## config.mk

```make
export PLATFORM = sky130hd
export DESIGN_NAME = switch_input_port
export DESIGN_NICKNAME = d
export VERILOG_FILES = /design/src/rtl/switch_input_port.sv
export SDC_FILE = /design/constraint.sdc
export NUM_CORES = 1
export LEC_CHECK = 0
export BUFFER_PORTS_ARGS = -buffer_cell sky130_fd_sc_hd__buf_2
export CAP_MARGIN = 0
export CORE_UTILIZATION = 30
export CTS_CLUSTER_DIAMETER = 80
export DETAILED_ROUTE_END_ITERATION = 16
export GPL_TIMING_DRIVEN = 0
export PLACE_DENSITY_LB_ADDON = 0.3
export SKIP_LAST_GASP = 1
export SLEW_MARGIN = 20
export SYNTH_ARGS = -nofsm -noshare
export SYNTH_HDL_FRONTEND = slang
export SYNTH_SLANG_ARGS = --single-unit
```

## constraint.sdc

```tcl
create_clock -name clock -period 1.8 [get_ports clock]
set_input_delay 0.18 -clock clock [delete_from_list [all_inputs] [get_ports clock]]
set_output_delay 0.18 -clock clock [all_outputs]
set_load 0.02 [all_outputs]
```

## src/rtl/switch_input_port.sv

```systemverilog
// ============================================================================
// Module      : switch_input_port
// Description : Synchronizes and debounces a switch bank, keeps sticky per-bit
//               change flags with an interrupt, and serves a one-cycle read port.
// Revision    : 1.0
// ============================================================================
`default_nettype none

module switch_input_port #(
  parameter int WIDTH           = 4,
  parameter int DEBOUNCE_CYCLES = 100000
) (
  input  logic             clock,
  input  logic             reset,
  input  logic [WIDTH-1:0] switches,
  output logic [WIDTH-1:0] state,
  output logic [WIDTH-1:0] changed,
  output logic             irq,
  input  logic             rd_en,
  input  logic             rd_addr,
  output logic [WIDTH-1:0] rd_data,
  output logic             rd_valid
);

  localparam int                 c_cnt_w   = $clog2(DEBOUNCE_CYCLES + 1);
  localparam logic [c_cnt_w-1:0] c_last    = c_cnt_w'(DEBOUNCE_CYCLES - 1);
  localparam logic [c_cnt_w-1:0] c_one     = c_cnt_w'(1);
  localparam logic               c_stable  = 1'b0;
  localparam logic               c_pending = 1'b1;

  logic [WIDTH-1:0]   r_sync1;
  logic [WIDTH-1:0]   r_sync2;
  logic [WIDTH-1:0]   r_state;
  logic [WIDTH-1:0]   r_changed;
  logic [WIDTH-1:0]   r_fsm;
  logic [c_cnt_w-1:0] r_cnt [WIDTH];
  logic [WIDTH-1:0]   r_rd_data;
  logic               r_rd_valid;

  logic [WIDTH-1:0]   w_differ;
  logic [WIDTH-1:0]   w_flip;
  logic [WIDTH-1:0]   w_clear;

  // In STABLE the counter is 0, so with DEBOUNCE_CYCLES == 1 the first
  // differing edge already hits terminal count and PENDING is skipped.
  always_comb begin
    w_differ = r_sync2 ^ r_state;
    w_flip   = '0;
    for (int i = 0; i < WIDTH; i++) begin
      w_flip[i] = w_differ[i] && (r_cnt[i] == c_last);
    end
  end

  // Only flags actually returned by a flag read are cleared; new flips win.
  assign w_clear = (rd_en && rd_addr) ? r_changed : '0;

  always_ff @(posedge clock or negedge reset) begin
    if (!reset) begin
      r_sync1    <= '0;
      r_sync2    <= '0;
      r_state    <= '0;
      r_changed  <= '0;
      r_fsm      <= '0;
      r_rd_data  <= '0;
      r_rd_valid <= 1'b0;
      for (int i = 0; i < WIDTH; i++) begin
        r_cnt[i] <= '0;
      end
    end else begin
      r_sync1 <= switches;
      r_sync2 <= r_sync1;

      for (int i = 0; i < WIDTH; i++) begin
        case (r_fsm[i])
          c_stable: begin
            if (w_differ[i] && !w_flip[i]) begin
              r_fsm[i] <= c_pending;
              r_cnt[i] <= c_one;
            end
          end
          default: begin
            if (!w_differ[i] || w_flip[i]) begin
              r_fsm[i] <= c_stable;
              r_cnt[i] <= '0;
            end else begin
              r_cnt[i] <= r_cnt[i] + c_one;
            end
          end
        endcase
      end

      r_state   <= r_state ^ w_flip;
      r_changed <= (r_changed & ~w_clear) | w_flip;

      if (rd_en) begin
        r_rd_valid <= 1'b1;
        r_rd_data  <= rd_addr ? r_changed : r_state;
      end else begin
        r_rd_valid <= 1'b0;
      end
    end
  end

  assign state    = r_state;
  assign changed  = r_changed;
  assign irq      = |r_changed;
  assign rd_data  = r_rd_data;
  assign rd_valid = r_rd_valid;

endmodule

`default_nettype wire

```

==> reports/metrics.cfg <==
[floorplanning]
ios=22
core_area_um2=14700
start_util_pct=31.0
dieArea_um2=15700
num_rows=44
die_h_um=125
die_w_um=125

[critical_path]
worstPathCellList=ha_2 -> nand4bb_1 -> or4_4 -> o21ai_4 -> xnor2_4 -> buf_6 -> nor2_1
r2r_slack_ns=-0.007
worstPathRequired_ns=2.04
cp_slowest_cell=or4_4
critPathLaunch=r_cnt[51]
critPathMaxStageDelay_ns=0.45
crit_type=register to register
timing.rr.start=r_cnt[51]
cp_num_buf_inv=1
crit_path_max_fanout=5
path_delay_family=simple AND/OR/NAND/NOR gates
start_kind=register
end_kind=register
worst-endpoint-arrival_ns=2.05

[global_routing]
grt_usage_pct=13.4
antenna_found_initial=0
grt_max_degree=72
grt_pass1_vias=3488
grt_first_pass_wirelength_mm=16.8
overflow=0

[run]
cap_violations=0

[final_layout]
mostFrequentLayoutCell=dfrtp_1
diodes=0
fin_area_um2=5840
layout-drive-gt1-share_pct=26.2
post-route-util_pct=39.7
syn_to_final_growth_pct=28.2
layout_common_cells=dfrtp_1 (86), nor2_1 (56), nand2_1 (36)
fin_nets=537
fillCellCount=1401

[power_and_ir_drop]
ir_worst_vdd_v=0.000449
p_per_area_nw_per_um2=748
leakage_nw=2.53

[synthesis]
netlist_top_cells_area=dfrtp_1 (51%), nor2_1 (5.3%), xnor2_1 (4.8%)
syn-num-nets=468
synth_fa_ha_area_share_pct=1.10
netlist_instances=456
synth-seq-cells=93
synth_top_cell_by_area=dfrtp_1
synth-compound-area-share_pct=10.5
synth_top_family_by_area=simple AND/OR/NAND/NOR gates
syn_area_per_cell_um2=9.99
synth_top_area_share_pct=51.1
ys_async_sr_fraction_pct=100
yosys_most_used_dff=dfrtp_1
yosysWarnings=0
synthesis.area_um2=4550
seq_area_frac_synth_pct=51.1
synth_mux_area_share_pct=2.53
synth-xor-area-share_pct=8.27
synthDistinctLibCells=51
synth_edf_count=0
synthSimpleGateAreaFrac_pct=23.6

[timing]
max_freq_mhz=554
min_period_ns=1.81
setup-tns-final_ns=-0.0219
timing.final.crit_share_pct=100
fin_skew_ns=0.00970
drv_slew=0
rsz0062_at_grt=yes
tightestPinTransition_ns=0.583
setup_viol=5
hold_slack_ns=0.251
timing_hold_violations_final=0
max_slew_margin_pct=61.0
worst_slack_ns=-0.00664

[cts]
cts_root_buf=clkbuf_16
clk_pin_slew_ns=0.07
cts_buffer_depth=2
insertion_delay_ns=0.35
cts-buffers-inserted=9
cts.sink_count=93
cts_tree=done
htreeDepth=3

[run_status]
violations=negative setup slack
status=complete, but fails checks

[place]
gp_congestion=0.820
dp_hpwl_mm=6.53
place_area_um2=4940
port_buffers=20

[route]
dr.pass1.iters=4
drcViolationCount=0
drt_iter0_drc=201
detail-route-antenna-nets=0
routed-via-count=3606
wire_per_inst_um=14.4
viasPerCell=5.05
wl_mm=10.3

[hold_path]
hold_class=primary input to async pin

[final timing paths]
check / to / cells after the start
worst max register to register: r_cnt[63] / 7
worst min register to register: r_sync2[1] / 0
min in group clock: rd_data[1] / 3
max in group asynchronous: async pin / 3
worst min-delay path: r_cnt[2] / 2
worst max-delay path: r_cnt[63] / 7
[per-stage QoR]
| stage | setup WS [ns] | power [W] | std cells |
|---|---|---|---|
| floorplan | 0.0102 | 0.00237 | 456 |
| global placement | -0.378 | 0.00247 | 660 |
| detailed placement | -0.213 | 0.00249 | 661 |
| CTS | -0.0179 | 0.00437 | 696 |
| global route | -0.0849 | 0.00455 | 714 |
| finish | -0.00664 | 0.00437 | 714 |
[Yosys cell counts (2+ instances only)]
cell type / count
a211o_1: 4
a211oi_1: 2
a21o_1: 11
a21oi_1: 12
a22o_1: 12
and2_1: 3
and3_1: 8
and4_1: 7
buf_2: 5
buf_4: 2
buf_6: 2
clkbuf_1: 4
dfrtp_1: 93
ha_1: 4
inv_1: 13
mux2_2: 4
mux2i_1: 7
nand2_1: 39
nand3_1: 18
nand4_1: 17
nand4bb_1: 2
nor2_1: 64
nor3_1: 23
nor4_1: 5
nor4b_1: 3
nor4bb_1: 2
o21ai_0: 15
o2bb2ai_1: 2
o31ai_1: 3
o41ai_1: 2
or2_2: 2
or3_1: 6
xnor2_1: 25
xor2_1: 18
[state kept, by name, summed over array words and instances (netlist names), named ones only]
signal    flops
changed       4
r_cnt        68
r_fsm         4
r_sync1       4
r_sync2       4
rd_data       4
rd_valid      1
[routing by layer]
metal	up-vias	share of wire, %	wire length (um)	global-route usage, %
li1	1758	-	-	-
met1	1785	48	4930	17.5
met2	54	48	4920	21.3
met3	9	3.3	341	3.64
met4	0	0.76	78	4.52
met5	-	0	0	0
[cells by family (layout without fill, tap and decap cells)]
logic type | after synthesis | in the layout
AO/OA/AOI/OAI | 68 | 68
XOR/XNOR | 43 | 44
adder cells (fa/ha/maj) | 4 | 4
buffers and inverters | 27 | 100
flip-flops | 93 | 93
multiplexers | 11 | 11
AND/OR/NAND/NOR | 210 | 210
[final cells by class]
type                       count  area (um^2)  area share (%)
multi-input combinational    337         2390            41.0
sequential                    93         2340            40.0
timing repair buffer          58          430            7.37
clock buffer                  11          243            4.16
tap                          184          230            3.94
buffer                        13          120            2.06
inverter                      13         48.8           0.836
clock inverter                 5         35.0           0.600
[power breakdown]
part           switching (W)  internal (W)  total [W]  leakage, nW
Combinational       0.000212      0.000182   0.000394         1.15
Sequential         0.0000416       0.00214    0.00218         1.24
Clock               0.000816      0.000977    0.00179        0.136
[what timing repair did]
action | CTS | global route
hold buffers | 6 | 0
hold endpoints to repair | 27 | 0
gates resized for setup | 26 | 53
buffers inserted | 13 | 14
pin swaps | 9 | 27
endpoints found under the setup margin | 57 | 53
gates cloned | 1 | 4
Power figures use the tool's default switching activity.
